### src/rtl/seg7_pkg.sv
// Shared definitions for the seven-segment scan controller: register map,
// CTRL layout and the hex-to-segment decoder.
package seg7_pkg;

    localparam logic [1:0] OFS_DIG01 = 2'd0;
    localparam logic [1:0] OFS_DIG23 = 2'd1;
    localparam logic [1:0] OFS_CTRL  = 2'd2;
    localparam logic [1:0] OFS_RSVD  = 2'd3;

    localparam int CTRL_EN_BIT  = 0;
    localparam int CTRL_HEX_BIT = 1;

    localparam logic [15:0] CTRL_RST_VAL = 16'h0001;

    // Segment pattern for a nibble, bits G..A, active high.
    function automatic logic [6:0] hex7(input logic [3:0] nib);
        logic [6:0] seg;
        case (nib)
            4'h0:    seg = 7'h3F;
            4'h1:    seg = 7'h06;
            4'h2:    seg = 7'h5B;
            4'h3:    seg = 7'h4F;
            4'h4:    seg = 7'h66;
            4'h5:    seg = 7'h6D;
            4'h6:    seg = 7'h7D;
            4'h7:    seg = 7'h07;
            4'h8:    seg = 7'h7F;
            4'h9:    seg = 7'h6F;
            4'hA:    seg = 7'h77;
            4'hB:    seg = 7'h7C;
            4'hC:    seg = 7'h39;
            4'hD:    seg = 7'h5E;
            4'hE:    seg = 7'h79;
            4'hF:    seg = 7'h71;
            default: seg = 7'h00;
        endcase
        return seg;
    endfunction

endpackage

### src/rtl/seg7_scan_timer.sv
// Digit-slot timer: counts cycles within a slot, steps the active digit at
// the end of each slot and flags the blanking window at the slot start.
module seg7_scan_timer #(
    parameter int REFRESH_DIV  = 50000,
    parameter int BLANK_CYCLES = 500
) (
    input  logic       clk_i,
    input  logic       rst_i,
    input  logic       en_i,
    output logic [1:0] idx_o,
    output logic       blank_o
);

    localparam int CNT_W = (REFRESH_DIV > 1) ? $clog2(REFRESH_DIV) : 1;
    localparam logic [CNT_W-1:0] CNT_LAST = CNT_W'(REFRESH_DIV - 1);

    logic [CNT_W-1:0] cnt_q, cnt_d;
    logic [1:0]       idx_q, idx_d;

    // Next slot position; a disabled scan parks at digit 0, cycle 0.
    always_comb begin
        cnt_d = cnt_q;
        idx_d = idx_q;
        if (!en_i) begin
            cnt_d = '0;
            idx_d = 2'd0;
        end else if (cnt_q == CNT_LAST) begin
            cnt_d = '0;
            idx_d = idx_q + 2'd1;
        end else begin
            cnt_d = cnt_q + CNT_W'(1);
            idx_d = idx_q;
        end
    end

    // Slot position registers.
    always_ff @(posedge clk_i) begin
        if (rst_i) begin
            cnt_q <= '0;
            idx_q <= 2'd0;
        end else begin
            cnt_q <= cnt_d;
            idx_q <= idx_d;
        end
    end

    assign idx_o   = idx_q;
    assign blank_o = ({{(32-CNT_W){1'b0}}, cnt_q} < 32'(BLANK_CYCLES));

endmodule

### src/rtl/seg7_scan_ctrl.sv
// openMSP430 peripheral driving a four-digit common-anode seven-segment
// display: four digit registers, CTRL (EN/HEX) and a blanked digit scan.
module seg7_scan_ctrl
    import seg7_pkg::*;
#(
    parameter logic [14:0] BASE_ADDR    = 15'h0090,
    parameter int          REFRESH_DIV  = 50000,
    parameter int          BLANK_CYCLES = 500
) (
    input  logic        mclk,
    input  logic        puc,
    input  logic [13:0] per_addr,
    input  logic [15:0] per_din,
    input  logic        per_en,
    input  logic [1:0]  per_we,
    output logic [15:0] per_dout,
    output logic [7:0]  seg_n,
    output logic [3:0]  an_n
);

    logic             sel_s, wr_s, rd_s;
    logic [1:0]       ofs_s;
    logic [3:0][7:0]  dig_q, dig_d;
    logic [1:0]       ctrl_q, ctrl_d;
    logic [1:0]       idx_s;
    logic             blank_s;
    logic [7:0]       digit_s;
    logic [7:0]       seg_q, seg_d;
    logic [3:0]       an_q, an_d;

    assign sel_s = per_en && (per_addr[13:2] == BASE_ADDR[14:3]);
    assign ofs_s = per_addr[1:0];
    assign wr_s  = sel_s && (per_we != 2'b00);
    assign rd_s  = sel_s && (per_we == 2'b00);

    seg7_scan_timer #(
        .REFRESH_DIV (REFRESH_DIV),
        .BLANK_CYCLES(BLANK_CYCLES)
    ) u_timer (
        .clk_i  (mclk),
        .rst_i  (puc),
        .en_i   (ctrl_q[CTRL_EN_BIT]),
        .idx_o  (idx_s),
        .blank_o(blank_s)
    );

    // Byte-granular register writes.
    always_comb begin
        dig_d  = dig_q;
        ctrl_d = ctrl_q;
        if (wr_s) begin
            case (ofs_s)
                OFS_DIG01: begin
                    if (per_we[0]) dig_d[0] = per_din[7:0];  else dig_d[0] = dig_q[0];
                    if (per_we[1]) dig_d[1] = per_din[15:8]; else dig_d[1] = dig_q[1];
                end
                OFS_DIG23: begin
                    if (per_we[0]) dig_d[2] = per_din[7:0];  else dig_d[2] = dig_q[2];
                    if (per_we[1]) dig_d[3] = per_din[15:8]; else dig_d[3] = dig_q[3];
                end
                OFS_CTRL: begin
                    if (per_we[0]) ctrl_d = per_din[1:0]; else ctrl_d = ctrl_q;
                end
                default: begin
                    dig_d  = dig_q;
                    ctrl_d = ctrl_q;
                end
            endcase
        end else begin
            dig_d  = dig_q;
            ctrl_d = ctrl_q;
        end
    end

    // Combinational read mux; zero unless this block is read.
    always_comb begin
        per_dout = 16'h0000;
        if (rd_s) begin
            case (ofs_s)
                OFS_DIG01: per_dout = {dig_q[1], dig_q[0]};
                OFS_DIG23: per_dout = {dig_q[3], dig_q[2]};
                OFS_CTRL:  per_dout = {14'h0000, ctrl_q};
                default:   per_dout = 16'h0000;
            endcase
        end else begin
            per_dout = 16'h0000;
        end
    end

    // Display drive for the current slot, blanked when disabled or early in the slot.
    always_comb begin
        digit_s = dig_q[idx_s];
        an_d    = 4'hF;
        seg_d   = 8'hFF;
        if (!ctrl_q[CTRL_EN_BIT] || blank_s) begin
            an_d  = 4'hF;
            seg_d = 8'hFF;
        end else begin
            an_d = ~(4'b0001 << idx_s);
            if (ctrl_q[CTRL_HEX_BIT]) begin
                seg_d = ~{digit_s[7], hex7(digit_s[3:0])};
            end else begin
                seg_d = ~digit_s;
            end
        end
    end

    // Register file and output registers; reset wins over a concurrent write.
    always_ff @(posedge mclk) begin
        if (puc) begin
            dig_q  <= '0;
            ctrl_q <= CTRL_RST_VAL[1:0];
            seg_q  <= 8'hFF;
            an_q   <= 4'hF;
        end else begin
            dig_q  <= dig_d;
            ctrl_q <= ctrl_d;
            seg_q  <= seg_d;
            an_q   <= an_d;
        end
    end

    assign seg_n = seg_q;
    assign an_n  = an_q;

endmodule

### config.mk
export PLATFORM = sky130hd
export DESIGN_NAME = seg7_scan_ctrl
export DESIGN_NICKNAME = d
export VERILOG_FILES = /design/src/rtl/seg7_pkg.sv /design/src/rtl/seg7_scan_timer.sv /design/src/rtl/seg7_scan_ctrl.sv
export SDC_FILE = /design/constraint.sdc
export NUM_CORES = 1
export LEC_CHECK = 0
export BUFFER_PORTS_ARGS = -buffer_cell sky130_fd_sc_hd__buf_4
export CAP_MARGIN = 40
export CORE_MARGIN = 8
export CORE_UTILIZATION = 48
export DETAILED_ROUTE_END_ITERATION = 16
export HOLD_SLACK_MARGIN = 0.12
export PLACE_DENSITY = 0.78
export SLEW_MARGIN = 15
export SYNTH_ARGS = -nofsm -noshare
export SYNTH_HDL_FRONTEND = slang
export SYNTH_SLANG_ARGS = --single-unit
export TNS_END_PERCENT = 10
### constraint.sdc
create_clock -name mclk -period 4.4 [get_ports mclk]
set_input_delay 0 -clock mclk [delete_from_list [all_inputs] [get_ports mclk]]
set_output_delay 0 -clock mclk [all_outputs]
set_load 0.02 [all_outputs]
======== Word level (Yosys, flattened, before mapping) ========
Memory sizes are Yosys's and may differ from the RTL's.
Cells that the tools add are included.
operators by class
  $mul .................................... 0
  reduce and logical (&&, ||, !) cells .... 16
  add/subtract/negate cells ............... 2
  equal/unequal tests ..................... 4
  shift operators ......................... 1
  magnitude comparators ................... 2
  multiplexer cells ....................... 7
  divide/modulo/power cells ............... 0
  bitwise operators ....................... 4
operator list
  cell                                                          count
  one-hot mux 16 bit (3 select lines)                           1
  adder 16 x 1 -> 16 bit (second input constant)                1
  binary-select mux 8 bit (select 2 bit)                        1
  == test 16 bit (second input constant)                        1
  less-than comparator 16 x 9 -> 1 bit (second input constant)  1
  two-way mux 16 bit                                            1
  two-way mux 8 bit                                             2
  inverter 8 bit                                                2
  AND reduction 3 bit                                           5
  two-way mux 7 bit                                             2
  == test 12 x 5 -> 1 bit (second input constant)               1
  logical NOT 2 bit                                             2
  inverter 4 bit                                                1
  OR reduction 2 bit                                            2
  << shifter 1 x 2 -> 4 bit (first input constant)              1
  logical AND 1 bit                                             3
  less-than comparator 2 x 3 -> 1 bit (second input constant)   1
  OR reduction 3 bit                                            1
  adder 2 x 1 -> 2 bit (second input constant)                  1
  == test 2 x 1 -> 1 bit (second input constant)                1
  == test 2 bit (second input constant)                         1
  nonzero test 2 bit                                            1
  logical NOT 1 bit                                             1
  logical OR 1 bit                                              1
  inverter 1 bit                                                1
word-level totals
  memory bits (writable) .................. 0
  memory bits (read-only) ................. 112
  output and inout bits ................... 28
  register bits after elaboration ......... 64
  input port bits ......................... 35
  latch bits .............................. 0
  memories kept ........................... 1
memory list
  name              words  bits a word  read ports  clocked after Yosys merged registers in  write ports  RTL line        RTL
  (name not given)  16     7            1           0                                        0            seg7_pkg.sv:18  case (nib)

======== Depth between registers and ports, before layout ========
An unclocked memory read counts as a cell.
  depth in word-level cells ............... 7
  gate-level depth with buffers ........... 8

======== Hierarchy ========
Synthesis repeated with hierarchy kept, for this count alone.
unflattened totals
  cell total of the unflattened synthesis .. 365
  area, all modules ....................... 3300.7 um^2
modules (own cells, without submodules)
  module           cells an instance  instances  area an instance (um^2)
  seg7_scan_ctrl   273                1          2483.6
  seg7_scan_timer  92                 1          817.0

======== Worst setup path before layout ========
Ideal clock, no wire load.
  path kind ............................... register to register
  start point ............................. register u_timer.idx_q[1] (netlist: u_timer.idx_o[1])
  end point ............................... register seg_q[0] (netlist: seg_n[0])
  setup time .............................. 0.129 ns
  stages on the path, launching flop included .. 7
  slack ................................... 2.408 ns
  period minus slack after synthesis ...... 1.992 ns
  arrival ................................. 1.863 ns
  buffers on the path ..................... 1
  data required time ...................... 4.271 ns
  cell sequence ........................... dfxtp_1 > buf_6 > mux4_2 > ha_1 > mux2_1 > a31oi_1 > o211ai_1
on the way
  longest elaborated chain between the ends .. 7
  elaborated cells between the ends (all ways) .. 8
RTL lines
  element                                      RTL line               RTL
  start: declaration                           seg7_scan_timer.sv:18  logic [1:0] idx_q, idx_d;
  start signal: assignment                     seg7_scan_timer.sv:43  idx_q <= idx_d;
  binary-select mux 8 bit (select 2 bit) (*)   seg7_scan_ctrl.sv:92   digit_s = dig_q[idx_s];
  two-way mux 8 bit (implied by the code) (*)  seg7_scan_ctrl.sv:92
  memory (16 x 7 bit)                          -
  two-way mux 7 bit                            seg7_scan_ctrl.sv:100  if (ctrl_q[CTRL_HEX_BIT]) begin
  two-way mux 7 bit                            seg7_scan_ctrl.sv:95   if (!ctrl_q[CTRL_EN_BIT] || blank_s) begin
  inverter 8 bit                               seg7_scan_ctrl.sv:101  seg_d = ~{digit_s[7], hex7(digit_s[3:0])};
  two-way mux 8 bit (*)                        seg7_scan_ctrl.sv:100
  end signal: assignment                       seg7_scan_ctrl.sv:118  seg_q <= seg_d;
  end: declaration                             seg7_scan_ctrl.sv:28   logic [7:0] seg_q, seg_d;
Mark *: on every way between the ends. The rest lies on a longest branch, timed or not. The select of a mux whose other input is x is not followed.
A chain may end at the register's enable or synchronous reset.

======== Worst setup path after layout ========
Ends and elaborated chain as after synthesis.

==> key figures <==
Routing
  • Starting DRC count in detailed routing: 204
  • Post-route ant nets: 0
  • Vias: 2,813
  • Routed wire length: 7850 um
  • Detail-routed net length per standard cell: 14.8 um
  • Drt first pass iters: 4
  • DRC: 0
  • Vias per cell: 5.29

Global routing
  • Number of antenna violations at the first check in global routing: 0
  • Total grt overflow: 0
  • Largest net degree at the start of global routing: 51
  • Global-route total usage across every layer: 16.3%
  • Global-route wire length before repair: 13,200 um
  • Number of global-route vias before repair: 2,773

Synthesis
  • Proportion of register bits with asynchronous set or reset after synthesis: 0%
  • Leading cell type by number of instances after synthesis: sky130_fd_sc_hd__dfxtp_1
  • Post-synthesis cell type with the largest combined area: sky130_fd_sc_hd__dfxtp_1
  • Yosys warns: 0
  • Number of enable-type register cells in the synthesized netlist: 0
  • Post-Syn Nets: 405
  • Number of standard cells after synthesis: 359
  • Post-Synthesis Mean Instance Area: 9.34 sq um
  • Number of flip-flops and latches in the synthesized netlist: 64
  • Synth top area share: 38.2%
  • Main synth FF type: sky130_fd_sc_hd__dfxtp_1
  • Register area share after synthesis: 38.2%
  • Cell types with the highest counts after synthesis: sky130_fd_sc_hd__dfxtp_1, sky130_fd_sc_hd__nand2_1, sky130_fd_sc_hd__mux2i_1
  • Syn Std Cell Area: 3350 sq um
  • Largest cells by area after synthesis: sky130_fd_sc_hd__dfxtp_1, sky130_fd_sc_hd__mux2i_1, sky130_fd_sc_hd__nand2_1
  • Distinct cell type count after synthesis: 46

Clocking
  • # clock sinks: 64
  • Maximum level of the CTS H-tree: 3
  • Buffer depth of the longest clock path: 2
  • Clock tree from TritonCTS: built
  • Worst-Skew Late Latency: 0.34 ns
  • Clock buffers created by TritonCTS: 9
  • CTS root buf: sky130_fd_sc_hd__clkbuf_8
  • Resize count post-CTS: 0
  • Clock transition time at the flip-flop clock pins of the worst setup and hold paths: 0.07 ns

Floorplan
  • Area of the die: 9920 sq um
  • Number of placed I/O pins: 63
  • Area of the core: 6790 sq um
  • Rows: 30
  • Starting density of the core: 49.4%
  • Horizontal die dimension: 99.6 um
  • Die Y-Extent: 99.6 um

Timing
  • Slew at the pin closest to its max-slew limit: 0.657 ns
  • Accumulated negative setup slack: 0 ns
  • Fin Hold WS: 0.170 ns
  • Maximum clock frequency: 0.417 GHz
  • Setup-violating endpoint count in the final report: 0
  • Ratio of final minimum period to clock period: 54.5%
  • Worst clock skew: 0.00576 ns
  • Final max-slew violation count: 0
  • Minimum period implied by the final worst setup slack: 2.40 ns
  • Setup repair after global routing missed its margin: false
  • Total count of hold-check failures in the final report: 0
  • Worst-case headroom to the max-slew limit: 56.1%

Critical path
  • Critical Path End Type: flip-flop
  • Cell family contributing the most delay on the critical path: multiplexers
  • Count of cell instances traversed by the critical path: 5
  • Critical path buffer and inverter count: 0
  • CP required: 4.62 ns
  • Highest cell delay on the worst timing path: 0.74 ns
  • Register-to-Register Path Depth: 5
  • Setup CP Type: flip-flop to flip-flop
  • Slowest cell on the critical path: sky130_fd_sc_hd__dfxtp_1
  • Critical Path Start Type: flip-flop
  • Worst Path Max Fanout: 12
  • Data arrival time at the worst-slack endpoint: 2.61 ns
  • List of cells traversed by the critical path: mux4_2 -> ha_1 -> mux2_1 -> a31oi_1 -> o211ai_1

Pwr
  • Peak supply drop: 0.000179 V
  • Power per Cell Area: 274 nW/um^2
  • Static leakage power: 1.74 nW

Job
  • Number of max-cap violations: 0

Placement
  • Detailed placer's ending HPWL: 5580 um
  • Placed Cells: 493
  • Number of input and output port buffers inserted: 62
  • RePlAce Congestion: 0.858

Final layout
  • Number of standard cells in the layout, taps in and fillers out: 532
  • Share of cells above drive strength 1: 21.3%
  • Layout overhead on the synthesized area: 26.9%
  • Net count of the finished layout: 477
  • Antenna diode count: 0

Hold path
  • Worst min-delay path category: input port to flip-flop
  • Hold Crit Depth: 3

Status
  • Outcome: complete, no violations
worst min-delay path, stage by stage:
cell	delay, ns
sky130_fd_sc_hd__buf_4	0.14
sky130_fd_sc_hd__nor4b_2	0.20
sky130_fd_sc_hd__mux2i_1	0.12
through the flow:
stage,utilization (%),instance area [sq um],setup slack (ns),power [mW]
after global placement,56.3,3820,2.00,0.658
after detailed placement,56.4,3830,2.01,0.659
after global routing,62.7,4260,1.84,1.20
after CTS,62.7,4260,2.01,1.17
final,62.7,4260,2.00,1.16
after floorplan,-,3350,2.41,0.628
logic make-up after synthesis:
group	share of synthesized area, %
AO/OA/AOI/OAI	5.45
XOR/XNOR	3.13
adder cells (fa/ha/maj)	4.10
buffers and inverters	4.78
flip-flops	38.2
multiplexers	21.2
AND/OR/NAND/NOR	23.1
repair_timing:
action,in CTS,in global routing
buffers inserted,0,0
hold buffers,23,0
endpoints found under the hold margin,36,0
power breakdown:
| group | total, mW | switching [mW] | internal (mW) |
|---|---|---|---|
| clock network | 0.504 | 0.228 | 0.276 |
| registers | 0.584 | 0.00243 | 0.581 |
| logic | 0.0760 | 0.0346 | 0.0415 |
| total | 1.16 | 0.265 | 0.899 |
routing by layer:
metal  global-route usage [%]  vias up  wire length, um
met5                        0        -                0
met4                     7.22        0              144
met3                     6.08       14              507
met2                     24.9       85             3560
met1                     20.0     1309             3640
li1                         -     1405                -
layout by cell type, fill, tap and decap left out, types with 2 or more instances in the layout:
master | Yosys | routed
sky130_fd_sc_hd__inv_1 | 9 | 9
sky130_fd_sc_hd__buf_4 | 0 | 63
sky130_fd_sc_hd__xor2_1 | 8 | 8
sky130_fd_sc_hd__clkbuf_8 | 0 | 10
sky130_fd_sc_hd__nand2_1 | 63 | 63
sky130_fd_sc_hd__nor2_1 | 34 | 34
sky130_fd_sc_hd__ha_1 | 11 | 11
sky130_fd_sc_hd__a21oi_1 | 8 | 8
sky130_fd_sc_hd__or3_1 | 3 | 3
sky130_fd_sc_hd__and4b_1 | 3 | 3
sky130_fd_sc_hd__dfxtp_1 | 64 | 64
sky130_fd_sc_hd__nor4b_4 | 2 | 2
sky130_fd_sc_hd__mux4_2 | 8 | 8
sky130_fd_sc_hd__and4_1 | 4 | 4
sky130_fd_sc_hd__a32oi_1 | 2 | 2
sky130_fd_sc_hd__a31oi_1 | 2 | 2
sky130_fd_sc_hd__nor3_1 | 3 | 3
sky130_fd_sc_hd__nor2b_1 | 3 | 3
sky130_fd_sc_hd__xnor2_1 | 4 | 4
sky130_fd_sc_hd__nor4_1 | 3 | 3
sky130_fd_sc_hd__o21ai_0 | 6 | 6
sky130_fd_sc_hd__nand3_1 | 5 | 5
sky130_fd_sc_hd__nand2b_1 | 3 | 3
sky130_fd_sc_hd__mux2i_1 | 52 | 52
sky130_fd_sc_hd__nand4b_1 | 2 | 2
sky130_fd_sc_hd__nand4_1 | 8 | 8
sky130_fd_sc_hd__clkinv_2 | 0 | 2
sky130_fd_sc_hd__dlygate4sd3_1 | 0 | 23
sky130_fd_sc_hd__o211ai_1 | 6 | 6
sky130_fd_sc_hd__and3_1 | 2 | 2
layout make-up:
type,instances,area (sq um)
Sequential cell,64,1280
Multi-Input combinational cell,259,1910
Clock buffer,11,141
Tap cell,96,120
Inverter,10,37.5
Clock inverter,5,56.3
Fill cell,574,2540
Timing Repair Buffer,87,708
sequential cells by signal (all words and copies together), names as in the netlist:
register / flops
u_timer.cnt_q: 16
an_n: 4
ctrl_q: 2
seg_n: 8
u_timer.idx_o: 2
dig_q: 32
worst paths after layout:
| kind | from | to | slack [ns] |
|---|---|---|---|
| worst min-delay path | per_we[1] | dig_q[10]$_SDFFE_PP0P_ | 0.17 |
| worst max-delay path | u_timer.idx_o[1]$_SDFFE_PP0N_ | seg_n[0]$_SDFF_PP1_ | 2.00 |
| worst max register to register | u_timer.idx_o[1]$_SDFFE_PP0N_ | seg_n[0]$_SDFF_PP1_ | 2.00 |
| worst min register to register | u_timer.cnt_q[0]$_SDFF_PP0_ | u_timer.cnt_q[0]$_SDFF_PP0_ | 0.47 |
(Power assumes the default switching activity.)
